### src/rtl/mbgd_grad_sched_if.sv
// Gradient output stream: one word per column with its column index.
// Ports: grad_valid/grad_addr/grad_data from the scheduler, grad_ready from the consumer.
interface mbgd_grad_sched_if #(
  parameter int DW      = 8,
  parameter int COL_BIT = 3
);
  logic               grad_valid;
  logic               grad_ready;
  logic [COL_BIT-1:0] grad_addr;
  logic [2*DW-1:0]    grad_data;

  modport master (
    output grad_valid,
    output grad_addr,
    output grad_data,
    input  grad_ready
  );

  modport slave (
    input  grad_valid,
    input  grad_addr,
    input  grad_data,
    output grad_ready
  );
endinterface

### src/rtl/mbgd_grad_sched.sv
// MBGD phase-2 gradient scheduler: reads X columns, feeds the datapath, emits one gradient per column.
// Ports: clk, resetn (sync, 1=reset), start/busy/done, col_rd_en/col_addr/x_col_in (column memory),
//   dp_enable/dp_x_col/dp_g (datapath), gs (gradient valid/ready stream, master side).
module mbgd_grad_sched #(
  parameter int DW       = 8,
  parameter int N        = 8,
  parameter int NUM_COLS = 8,
  parameter int COL_BIT  = 3,
  parameter int LAT      = 3
) (
  input  logic               clk,
  input  logic               resetn,
  input  logic               start,
  output logic               busy,
  output logic               done,
  output logic               col_rd_en,
  output logic [COL_BIT-1:0] col_addr,
  input  logic [DW*N-1:0]    x_col_in,
  output logic               dp_enable,
  output logic [DW*N-1:0]    dp_x_col,
  input  logic [2*DW-1:0]    dp_g,
  mbgd_grad_sched_if.master  gs
);
  typedef enum logic [1:0] {
    IDLE,
    RUN,
    DONE
  } state_t;

  localparam int            CW = COL_BIT + 1;
  localparam logic [CW-1:0] NC = CW'(NUM_COLS);

  state_t             state_q;
  logic [CW-1:0]      issue_q;
  logic [CW-1:0]      acc_q;
  logic [COL_BIT-1:0] ret_q;
  logic               rd_pend_q;
  logic               skid_vld_q;
  logic [DW*N-1:0]    skid_q;
  logic [DW*N-1:0]    dp_x_col_q;
  logic               in_vld_q;
  logic [COL_BIT-1:0] in_idx_q;
  logic [LAT-1:0]     vld_q;
  logic [COL_BIT-1:0] idx_q [LAT];

  logic run;
  logic stall;
  logic xfer;

  assign run       = (state_q == RUN);
  assign stall     = gs.grad_valid & ~gs.grad_ready;
  assign xfer      = gs.grad_valid & gs.grad_ready;
  assign dp_enable = run & ~stall;
  assign col_rd_en = dp_enable & (issue_q < NC);
  assign col_addr  = issue_q[COL_BIT-1:0];
  assign dp_x_col  = dp_x_col_q;
  assign busy      = run;
  assign done      = (state_q == DONE);

  assign gs.grad_valid = vld_q[LAT-1];
  assign gs.grad_addr  = idx_q[LAT-1];
  assign gs.grad_data  = dp_g;

  always_ff @(posedge clk) begin
    if (resetn) begin
      state_q    <= IDLE;
      issue_q    <= '0;
      acc_q      <= '0;
      ret_q      <= '0;
      rd_pend_q  <= 1'b0;
      skid_vld_q <= 1'b0;
      skid_q     <= '0;
      dp_x_col_q <= '0;
      in_vld_q   <= 1'b0;
      in_idx_q   <= '0;
      vld_q      <= '0;
      for (int i = 0; i < LAT; i++) idx_q[i] <= '0;
    end else begin
      unique case (state_q)
        IDLE: if (start) begin
          state_q <= RUN;
          issue_q <= '0;
          acc_q   <= '0;
          ret_q   <= '0;
        end
        // Leave on the same edge that accepts the last word.
        RUN: if (xfer && acc_q == NC - 1'b1) state_q <= DONE;
        DONE: state_q <= IDLE;
        default: state_q <= IDLE;
      endcase

      rd_pend_q <= col_rd_en;
      if (col_rd_en) issue_q <= issue_q + 1'b1;
      if (xfer) acc_q <= acc_q + 1'b1;

      if (dp_enable) begin
        // A parked column is older than anything returning now.
        if (skid_vld_q) begin
          dp_x_col_q <= skid_q;
          skid_vld_q <= 1'b0;
          in_vld_q   <= 1'b1;
          in_idx_q   <= ret_q;
          ret_q      <= ret_q + 1'b1;
        end else if (rd_pend_q) begin
          dp_x_col_q <= x_col_in;
          in_vld_q   <= 1'b1;
          in_idx_q   <= ret_q;
          ret_q      <= ret_q + 1'b1;
        end else begin
          in_vld_q   <= 1'b0;
        end
        vld_q[0] <= in_vld_q;
        idx_q[0] <= in_idx_q;
        for (int i = 1; i < LAT; i++) begin
          vld_q[i] <= vld_q[i-1];
          idx_q[i] <= idx_q[i-1];
        end
      end else if (rd_pend_q) begin
        // Memory data only lasts one cycle; park it while stalled.
        skid_q     <= x_col_in;
        skid_vld_q <= 1'b1;
      end
    end
  end
endmodule

### src/flat_wrapper.sv
// flat-port wrapper written by rule: the top's interface ports become plain ports
module mbgd_grad_sched_flat 
#(
  parameter int DW       = 8,
  parameter int N        = 8,
  parameter int NUM_COLS = 8,
  parameter int COL_BIT  = 3,
  parameter int LAT      = 3
)
  (clk, resetn, start, busy, done, col_rd_en, col_addr, x_col_in, dp_enable, dp_x_col, dp_g, gs_grad_valid, gs_grad_addr, gs_grad_data, gs_grad_ready);
  mbgd_grad_sched_if #(.DW(DW), .COL_BIT(COL_BIT)) gs_i ();
  input  logic clk;
  input  logic resetn;
  input  logic start;
  output logic busy;
  output logic done;
  output logic col_rd_en;
  output logic [COL_BIT-1:0] col_addr;
  input  logic [DW*N-1:0] x_col_in;
  output logic dp_enable;
  output logic [DW*N-1:0] dp_x_col;
  input  logic [2*DW-1:0] dp_g;
  output wire logic [$bits(gs_i.grad_valid)-1:0] gs_grad_valid;
  output wire logic [$bits(gs_i.grad_addr)-1:0] gs_grad_addr;
  output wire logic [$bits(gs_i.grad_data)-1:0] gs_grad_data;
  input wire logic [$bits(gs_i.grad_ready)-1:0] gs_grad_ready;
  assign gs_grad_valid = gs_i.grad_valid;
  assign gs_grad_addr = gs_i.grad_addr;
  assign gs_grad_data = gs_i.grad_data;
  assign gs_i.grad_ready = gs_grad_ready;
  mbgd_grad_sched #(.DW(DW), .N(N), .NUM_COLS(NUM_COLS), .COL_BIT(COL_BIT), .LAT(LAT)) u_core (.clk(clk), .resetn(resetn), .start(start), .busy(busy), .done(done), .col_rd_en(col_rd_en), .col_addr(col_addr), .x_col_in(x_col_in), .dp_enable(dp_enable), .dp_x_col(dp_x_col), .dp_g(dp_g), .gs(gs_i));
endmodule
### config.mk
export PLATFORM = sky130hd
export DESIGN_NAME = mbgd_grad_sched_flat
export DESIGN_NICKNAME = d
export VERILOG_FILES = /design/src/rtl/mbgd_grad_sched_if.sv /design/src/rtl/mbgd_grad_sched.sv /design/src/flat_wrapper.sv
export SDC_FILE = /design/constraint.sdc
export NUM_CORES = 1
export LEC_CHECK = 0
export CELL_PAD_IN_SITES_DETAIL_PLACEMENT = 0
export CELL_PAD_IN_SITES_GLOBAL_PLACEMENT = 2
export CORE_ASPECT_RATIO = 0.8
export CORE_MARGIN = 3
export CORE_UTILIZATION = 43
export DETAILED_ROUTE_END_ITERATION = 10
export DONT_BUFFER_PORTS = 1
export PLACE_DENSITY_LB_ADDON = 0.08
export SETUP_SLACK_MARGIN = 0.4
export SLEW_MARGIN = 40
export SYNTH_ARGS = -nofsm -noshare
export SYNTH_HDL_FRONTEND = slang
export SYNTH_SLANG_ARGS = --single-unit
### constraint.sdc
create_clock -name clk -period 3.9 [get_ports clk]
set_input_delay 0.39 -clock clk [delete_from_list [all_inputs] [get_ports clk]]
set_output_delay 0.39 -clock clk [all_outputs]
set_load 0.05 [all_outputs]
==> run metrics <==
die area=19200 µm²; setup bufs post-CTS=0; Compound-Gate Fraction of Synth Area=between 10% and 20%; # diodes=0; setup TNS=0 ns; DRT Wirelength=17800 µm; Syn Nets=roughly 820; critical path class=reg -> out; worst hold path type=in -> reg; Adder-Cell Fraction of Synth Area=0.496%; commonest non-fill, non-tap cell in the layout=dfxtp_1; mux cell area share after synthesis=17.7%; Fmax=~0.45 GHz; crit share post-route=a little under three fifths; Seq/Total Area, Yosys=a little over two fifths; unique cell type count in the Yosys netlist=39; Power Density=495 nW/µm²; maxcap violations=0; gp weighted congestion=0.722; Avg Vias per Cell=5.73; Syn Std Cell Area=between 7000 and 8000 µm²; First-pass DRT Iterations=5; worst-path fanout max=16; Routed Antenna Nets=0; Root Buffer=clkbuf_16; RSZ-0062 raised after global routing=false; starting DRC count in detailed routing=264; GRT Resource Usage Total=18.2%; xor and xnor fraction of the mapped netlist area=less than 1%; top post-synthesis cells by area=dfxtp_1 (40%), mux2i_1 (17%), nand2b_1 (11%); critical path arrival=between 1.5 and 2 ns; area leader, netlist=dfxtp_1; largest net degree at the start of global routing=221; syn_area_per_cell=10.4 µm²; DP HPWL=~10000 µm; Leak Pwr=2.48 nW; Worst Clk Skew=approximately 0.0088 ns; final setup fails=0; Final min period=2.24 ns; ys async rst share=0%; post-layout net count=746; FF-to-FF setup slack=1.67 ns; Critical-path top delay cell=dfxtp_1; I/O pins=roughly 180; clk_lat worst skew=0.42 ns; most frequent cells in the layout=dfxtp_1 (149), nand2b_1 (131), mux2i_1 (130); Routed WL per cell=about 20 µm; layout cell share with drive strength beyond 1=9.97%; largest family of logic cells by synthesized area=multiplexers; Data required, critical path=3.51 ns; Starting Density=44.8%; H-tree depth=4; cts bufs inserted=17; initial antenna violation count=0; Longest Clk Path Bufs=2; Post-synth EDFFs=9; Worst-Margin Slew=0.762 ns; ys flop type=dfxtp_1; VDD IR max=219 µV; Yosys Warn Count=0; Area growth syn-to-layout=4.55%; Post-CTS Hold Buffers=0; final hold vios=0; first-pass GRT wire length=28300 µm; DRC=0; Die H=125 µm; simple-gate share of the synthesized area=15.1%; worst hold slack=0.0690 ns; port bufs=0; CTS tree=yes; number of global-route vias before repair=~5200; worst relative slew slack=49.1%; via count=5107; Rows=42; CP Launch Type=flip-flop; Post-Synthesis Cells=about 730; crit end category=primary output; Yosys top cell area share=roughly two fifths; post-synthesis register bit count=159; Die W=about 150 µm; Core ar.=16900 µm²; Clock transition at path regs=around 0.070 ns; PostCTS Resize Cnt=0; outcome=complete, no violations; crit-path max cell delay=0.56 ns; Sink Count=159; Pins Over Slew Limit=0; CP cell instances=and2b_4, nor2_2; global route overflow=0
==> final timing paths <==
kind | start | end | cells past startpoint
hold reg to reg | u_core.skid_q[8] | u_core.skid_q[8] | 2
setup reg to reg | u_core.state_q[1] | u_core.skid_q[19] | 5
hold / removal | resetn | u_core.skid_vld_q | 1
setup / recovery | u_core.vld_q[2] | dp_enable | 2
==> synth_stat cells (5+ instances only) <==
cell type    n
a211oi_1    50
a211oi_2    14
a21oi_1     11
a31oi_1     65
and2_1       9
buf_12       7
buf_2       25
buf_4       26
buf_6        7
clkbuf_1    27
dfxtp_1    150
edfxtp_1     9
mux2i_1    130
nand2b_1   133
nand3_1     11
nor2b_1      6
o21ai_0      5
==> worst max-delay path: cells and delay by family, from the launching register on <==
kind | cells | cell delay [ns]
flops | 1 | 0.56
simple gates | 2 | 0.87
==> layout make-up <==
class	count	area, µm²
well taps	220	275
flip-flops and latches	159	3280
multi-input cells	474	3670
fillers	1571	8960
clock inverters	12	159
repair buffers	6	65.1
clock buffers	20	457
inverters	1	8.76
==> per-stage QoR <==
| step | cell area, µm² | cells | power [mW] | setup WS, ns | utilization [%] |
|---|---|---|---|---|---|
| after floorplan | 7560 | 728 | 2.24 | 1.50 | - |
| after global placement | 7270 | 860 | 2.21 | 1.28 | 43.1 |
| after detailed placement | 7280 | 860 | 2.22 | 1.33 | 43.2 |
| after CTS | 7900 | 892 | 3.96 | 1.30 | 46.8 |
| after global routing | 7910 | 892 | 4.07 | 1.48 | 46.9 |
| final | 7910 | 892 | 3.91 | 1.66 | 46.9 |
==> flip-flops by register name (all words and copies together), names as in the netlist <==
signal	flops
u_core.dp_x_col	64
u_core.rd_pend_q	1
u_core.acc_q	4
u_core.idx_q	9
u_core.in_idx_q	3
u_core.ret_q	3
u_core.vld_q	3
u_core.in_vld_q	1
u_core.skid_vld_q	1
u_core.state_q	2
u_core.skid_q	64
u_core.issue_q	4
==> logic make-up after synthesis <==
kind of cell	Yosys count
AND/OR/NAND/NOR	184
flip-flops	159
AO/OA/AOI/OAI	152
multiplexers	133
buffers and inverters	95
adder cells (fa/ha/maj)	3
XOR/XNOR	2
==> metal layers <==
metal / wire length (µm) / up-vias / GRT usage [%]
met5: 0 / - / 0
met3: 1550 / 19 / 7.99
met2: 7920 / 118 / 27.4
li1: - / 2469 / -
met4: 162 / 0 / 4.83
met1: 8120 / 2501 / 24.0
==> power by group <==
part	switching [mW]	total, mW	internal, mW
sequential	0.169	1.88	1.71
clock	0.686	1.73	1.05
combinational	0.170	0.302	0.132
Note: power is estimated with default switching activity, not from simulation.
